### config.mk
export PLATFORM = sky130hd
export DESIGN_NAME = rolly_fifo_ptr_tracker
export DESIGN_NICKNAME = d
export VERILOG_FILES = /design/src/rtl/rolly_fifo_ptr_tracker.sv
export SDC_FILE = /design/constraint.sdc
export NUM_CORES = 1
export LEC_CHECK = 0
export CORE_UTILIZATION = 50
export CTS_CLUSTER_SIZE = 28
export DETAILED_ROUTE_END_ITERATION = 12
export DONT_BUFFER_PORTS = 1
export GPL_TIMING_DRIVEN = 0
export HOLD_SLACK_MARGIN = 0.12
export SLEW_MARGIN = 25
export SYNTH_ARGS = -nofsm -noshare
export SYNTH_HDL_FRONTEND = slang
export SYNTH_SLANG_ARGS = --single-unit
### constraint.sdc
create_clock -name clk_i -period 1.99 [get_ports clk_i]
set_clock_uncertainty 0.05 [all_clocks]
set_input_delay 0.2985 -clock clk_i [delete_from_list [all_inputs] [get_ports clk_i]]
set_output_delay 0.2985 -clock clk_i [all_outputs]
set_load 0.01 [all_outputs]
### src/rtl/rolly_fifo_ptr_tracker.sv
// rolly_fifo_ptr_tracker
//   Pointer and status tracker for a "rolly" 1R1W FIFO of 2^lg_size_p entries.
//   Speculative writes advance wptr and become visible to the reader only when
//   committed into wcptr. Speculative reads advance rptr and release space to
//   the writer only when acknowledged into rcptr. Each pointer carries an
//   extra wrap bit so that full and empty can be told apart.
//
// Ports
//   clk_i        clock, all state updates on the rising edge
//   reset_i      asynchronous active-high reset, clears all pointers
//   enq_i        write one entry at wptr this cycle
//   deq_i        consume one entry at rptr this cycle
//   r_incr_i     acknowledge one read: rcptr += 1
//   r_rewind_i   roll rptr back to rcptr
//   r_forward_i  acknowledge all reads: rcptr <= rptr
//   r_clear_i    drop all committed unread data: rptr, rcptr <= wcptr
//   w_incr_i     commit one write: wcptr += 1
//   w_rewind_i   drop uncommitted writes: wptr <= wcptr
//   w_forward_i  commit all writes: wcptr <= wptr
//   w_clear_i    drop all unread data: wptr, wcptr <= rptr
//   wptr_r_o     registered write pointer (memory write address)
//   rptr_r_o     registered read pointer
//   wcptr_r_o    registered write checkpoint
//   rcptr_r_o    registered read checkpoint
//   rptr_n_o     next read pointer (memory read address, covers RAM latency)
//   full_o       no space for enq
//   empty_o      no committed data to read

module rolly_fifo_ptr_tracker #(
  parameter int lg_size_p = 2
) (
  input  logic                 clk_i,
  input  logic                 reset_i,
  input  logic                 enq_i,
  input  logic                 deq_i,
  input  logic                 r_incr_i,
  input  logic                 r_rewind_i,
  input  logic                 r_forward_i,
  input  logic                 r_clear_i,
  input  logic                 w_incr_i,
  input  logic                 w_rewind_i,
  input  logic                 w_forward_i,
  input  logic                 w_clear_i,
  output logic [lg_size_p-1:0] wptr_r_o,
  output logic [lg_size_p-1:0] rptr_r_o,
  output logic [lg_size_p-1:0] wcptr_r_o,
  output logic [lg_size_p-1:0] rcptr_r_o,
  output logic [lg_size_p-1:0] rptr_n_o,
  output logic                 full_o,
  output logic                 empty_o
);

  // One extra MSB per pointer acts as the wrap bit.
  localparam int ptr_w = lg_size_p + 1;

  logic [ptr_w-1:0] wptr_reg,  wptr_next;
  logic [ptr_w-1:0] wcptr_reg, wcptr_next;
  logic [ptr_w-1:0] rptr_reg,  rptr_next;
  logic [ptr_w-1:0] rcptr_reg, rcptr_next;

  // Single-bit strobes zero-extended to pointer width for the adders.
  logic [ptr_w-1:0] enq_inc, deq_inc, r_inc, w_inc;

  assign enq_inc = {{lg_size_p{1'b0}}, enq_i};
  assign deq_inc = {{lg_size_p{1'b0}}, deq_i};
  assign r_inc   = {{lg_size_p{1'b0}}, r_incr_i};
  assign w_inc   = {{lg_size_p{1'b0}}, w_incr_i};

  // Next-state selection; earlier terms take priority over later ones.
  always_comb begin
    rptr_next = rptr_reg + deq_inc;
    if (r_clear_i)       rptr_next = wcptr_reg;
    else if (r_rewind_i) rptr_next = rcptr_reg + r_inc;

    rcptr_next = rcptr_reg + r_inc;
    if (r_clear_i)        rcptr_next = wcptr_reg;
    else if (r_forward_i) rcptr_next = rptr_reg;

    // A clear alongside a dequeue must skip the entry being consumed now.
    wptr_next = wptr_reg + enq_inc;
    if (w_clear_i)       wptr_next = rptr_reg + deq_inc;
    else if (w_rewind_i) wptr_next = wcptr_reg;

    // Forwarding alongside an enqueue commits the entry being written now.
    wcptr_next = wcptr_reg + w_inc;
    if (w_clear_i)        wcptr_next = rptr_reg + deq_inc;
    else if (w_forward_i) wcptr_next = wptr_reg + enq_inc;
  end

  always_ff @(posedge clk_i or posedge reset_i) begin
    if (reset_i) begin
      wptr_reg  <= '0;
      wcptr_reg <= '0;
      rptr_reg  <= '0;
      rcptr_reg <= '0;
    end else begin
      wptr_reg  <= wptr_next;
      wcptr_reg <= wcptr_next;
      rptr_reg  <= rptr_next;
      rcptr_reg <= rcptr_next;
    end
  end

  assign wptr_r_o  = wptr_reg[lg_size_p-1:0];
  assign wcptr_r_o = wcptr_reg[lg_size_p-1:0];
  assign rptr_r_o  = rptr_reg[lg_size_p-1:0];
  assign rcptr_r_o = rcptr_reg[lg_size_p-1:0];

  // Read address for the synchronous RAM; held at 0 while reset is asserted
  // so the memory sees the same address the pointer will hold afterwards.
  assign rptr_n_o = reset_i ? '0 : rptr_next[lg_size_p-1:0];

  // Readers only see committed data.
  assign empty_o = (rptr_reg == wcptr_reg);

  // Writers may not overwrite data that has not been acknowledged.
  assign full_o = (wptr_reg[lg_size_p-1:0] == rcptr_reg[lg_size_p-1:0])
               && (wptr_reg[lg_size_p] != rcptr_reg[lg_size_p]);

  // Conflicting read-checkpoint controls.
  a_no_rewind_forward : assert property (
    @(posedge clk_i) disable iff (reset_i) !(r_rewind_i && r_forward_i)
  );
  a_no_incr_forward : assert property (
    @(posedge clk_i) disable iff (reset_i) !(r_incr_i && r_forward_i)
  );

endmodule

* Yosys cells after proc, flatten, opt, wreduce, memory -nomap -nowiden
Index checks and enable logic that the tools add are counted.
Storage, ports and cells: register bits after elaboration 12, input bits 12, output and inout bits 12, logic and storage cells 21
Cells by class: add/subtract/negate cells 4, equal/unequal tests 3, mux-type cells 9, reductions and logical operators 1
Operator list (count):
- 2-to-1 mux 3 bit | 8
- adder 3 x 1 -> 3 bit | 4
- == test 3 bit | 1
- == test 2 bit | 1
- 2-to-1 mux 2 bit | 1
- logical AND 1 bit | 1
- inequality test 1 bit | 1

* Longest topological paths before layout
depth in word-level cells 4, mapped depth 5, mapped depth without buffers 5

* Worst setup path before layout
Ideal clock, no wire load.
kind register to output, start point register rptr_reg[0], end point output rptr_n_o[1], arrival time 1321 ps, required time 1641 ps, setup slack 320 ps, stages on the path, launching flop included 6, buffers on the path 0, path through dfrtp_1 ha_1 ha_1 nor2b_1 a211oi_2 nor3_1
On the way: cells in the longest elaborated chain, start to end 4
RTL lines:
- start, declared | line 58 | logic [ptr_w-1:0] rptr_reg, rptr_next;
- start signal, assigned | line 99 | rptr_reg <= rptr_next;
- adder 3 x 1 -> 3 bit | line 71 | rptr_next = rptr_reg + deq_inc;
- 2-to-1 mux 3 bit | line 73 | else if (r_rewind_i) rptr_next = rcptr_reg + r_inc;
- 2-to-1 mux 3 bit | line 72 | if (r_clear_i) rptr_next = wcptr_reg;
- 2-to-1 mux 2 bit | line 111 | assign rptr_n_o = reset_i ? '0 : rptr_next[lg_size_p-1:0];
- end, declared | line 48 | output logic [lg_size_p-1:0] rptr_n_o,
No other way between the ends.

* Worst setup path in the final report
Same ends and word-level chain as after synthesis.

==> flow_metrics.tcl <==
set metrics [dict create \
    synth_top_area_share 0.361 \
    initial_core_util 0.546 \
    nets 113 \
    fin_crit_ns 2.02 \
    via_per_inst 5.49 \
    grt_pass1_vias 578 \
    slowest_delay_ns 0.42 \
    power.share.combinational 0.449 \
    ios 24 \
    clk_pin_slew_ns 0.08 \
    end_kind "primary output" \
    synth.area.top_cells "dfrtp_1, ha_1, xor2_1, nor2b_1, buf_4" \
    path_class "register to primary output" \
    worst_pin_slew_ns 0.439 \
    die_w_um 42.8 \
    drt_iter0_drc 5 \
    r2r_end "rptr_reg[1]" \
    area_growth_pct 16.5 \
    worstHoldEndpoint "rcptr_reg[1]" \
    power_density_nw_per_um2 1160 \
    crit_path_start_kind "register" \
    grt_setup_unrepaired "yes" \
    drive_above_1_share 0.272 \
    cts_tree "built" \
    place_ws_ns 0.215 \
    hold_violations 0 \
    antenna_found_initial 0 \
    r2r_start "rptr_reg[0]" \
    fin_ws_ns -0.0329 \
    grt_max_degree 13 \
    drt_first_pass_iters 3 \
    power.switching_mw 0.422 \
    fin_crit_sh 1.02 \
    path_cells "ha_2 -> ha_4 -> nor2b_4 -> a211oi_4 -> nor3_4" \
    wirelength_mm 1.62 \
    pwr-share-clk 0.177 \
    slowest_stage "dfrtp_1" \
    synth_seq_cells 12 \
    cts-root-buf "clkbuf_4" \
    cts_buffer_depth 2 \
    cp.arrival_ns 1.67 \
    core_um2 1520 \
    violations "setup timing" \
    max_cap_violations 0 \
    grt_first_pass_wirelength_mm 2.56 \
    cp_max_fo 3 \
    hold_path_class "input port to register" \
    die_h_um 42.8 \
    cts.sinks 12 \
    worstHoldPathCells 2 \
    switching_share 0.376 \
    yosys-top-cells-count "dfrtp_1, nor2b_1, buf_4, xor2_1" \
    post-route-util 0.636 \
    yosys_warnings 0 \
    timing.slew.headroom 0.707 \
    async_reset_ff_frac 1.00 \
    drtAntennaViolNets 0 \
    wl_per_cell_um 15.0 \
    yosys_most_used_dff "dfrtp_1" \
    path_buf_inv 0 \
    ys_types 16 \
    overflow 0 \
    ys_seq_area_frac 0.361 \
    grt.total_usage 0.194 \
    postSynthAreaPerCell_um2 10.0 \
    rr_worst_depth 7 \
    clock.fmax_mhz 494 \
    synth_nets 103 \
    insertedDiodeCount 0 \
    numCtsBuffers 3 \
    path_delay_family "adder cells" \
    hp-start "r_forward_i" \
    syn_area_um2 832 \
    finalMaxSlewViolations 0 \
    clk-insertion-delay-late_ns 0.28 \
    synth_top_cell_by_area "dfrtp_1" \
    htreeDepth 1 \
    power.leakage_nw 0.444 \
    fin_setup_tns_ns -0.0329 \
    status "finished, violations left" \
    vias 593 \
    num_rows 14 \
    synth_edf_count 0 \
    peakVddDrop_v 0.000578 \
    setup_viol_count_final 1 \
    gp_congestion 0.766 \
    seqPwrFrac 0.374 \
    drc_errors 0 \
    io_buffers 0 \
    rrSetupSlack_ns 0.24 \
    die_area_um2 1830 \
    startpoint "rptr_reg[0]" \
    critPathRequiredTime_ns 1.64 \
    dp_hpwl_mm 1.15 \
    p_int_mw 0.700 \
    netlist_instances 83 \
]
-- power groups by stage --
| stage | clock [mW] | combinational [mW] | sequential [mW] |
|---|---|---|---|
| finish | 0.198 | 0.504 | 0.419 |
| global route | 0.215 | 0.557 | 0.429 |
| CTS | 0.197 | 0.454 | 0.418 |
| detailed placement | 0 | 0.442 | 0.423 |
| global placement | 0 | 0.433 | 0.421 |
| floorplan | 0 | 0.380 | 0.399 |
-- logic make-up (layout without fill, tap and decap cells) --
kind of cell / Yosys count / count (layout) / share of synthesized area
and+or+nand+nor: 26 / 26 / 0.165
muxes: 4 / 4 / 0.0481
adders and majority gates: 8 / 8 / 0.120
AOI/OAI and AO/OA: 12 / 12 / 0.108
DFF: 12 / 12 / 0.361
buffers and inverters: 11 / 20 / 0.0917
xor gates and xnor gates: 10 / 10 / 0.105
-- cells in the final DEF, fill, tap and decap left out --
cell type / Yosys / layout
a211oi_1: 6 / 6
a211oi_2: 2 / 1
a211oi_4: 0 / 1
buf_2: 1 / 1
buf_4: 9 / 13
clkbuf_4: 0 / 3
clkbuf_8: 0 / 1
dfrtp_1: 12 / 12
dlygate4sd3_1: 0 / 1
ha_1: 8 / 6
ha_2: 0 / 1
ha_4: 0 / 1
inv_1: 1 / 1
mux2i_1: 4 / 4
nand2_1: 2 / 2
nor2_1: 8 / 8
nor2b_1: 12 / 11
nor2b_4: 0 / 1
nor3_1: 3 / 2
nor3_2: 1 / 1
nor3_4: 0 / 1
o21ai_1: 4 / 4
xnor2_1: 1 / 1
xor2_1: 9 / 9
-- worst max path at each step --
| stage | to | cells after the start |
|---|---|---|
| finish | rptr_n_o[1] | 5 |
| global route | rptr_n_o[1] | 5 |
| CTS | rptr_n_o[1] | 5 |
| detailed placement | rptr_n_o[1] | 5 |
| global placement | rptr_n_o[1] | 5 |
| floorplan | rptr_n_o[1] | 5 |
-- metal layers --
layer | wire length [um] | GRT usage | vias to the layer above
met5 | 0 | 0 | -
met4 | 44 | 0.0938 | 0
met3 | 74 | 0.0426 | 5
met2 | 741 | 0.297 | 18
met1 | 761 | 0.257 | 278
li1 | - | - | 292
-- what timing repair did --
action                                  CTS  global route
pin swaps                                 1             4
gates resized for setup                   1             6
buffers inserted                          1             3
endpoints found under the setup margin    1             1
endpoints found under the hold margin    12             0
hold buffers                              1             0
cloned                                    0             0
-- metrics by stage --
stage	instances	power, mW	hold slack [ns]	cell area [um2]
after global routing	108	1.20	0.136	970
after detailed placement	99	0.865	0.166	852
after CTS	105	1.07	0.132	911
final	108	1.12	0.122	970
after floorplan	83	0.779	0.113	832
after global placement	99	0.854	0.173	852
-- final cells by class --
cell class	instances	area (um2)
repair buffers	5	40.0
clock buffers	4	36.3
flip-flops and latches	12	300
well taps	16	20.0
multi-input cells	60	497
plain buffers	10	72.6
fillers	136	554
inverters	1	3.75
Note: power is estimated with default switching activity, not from simulation.
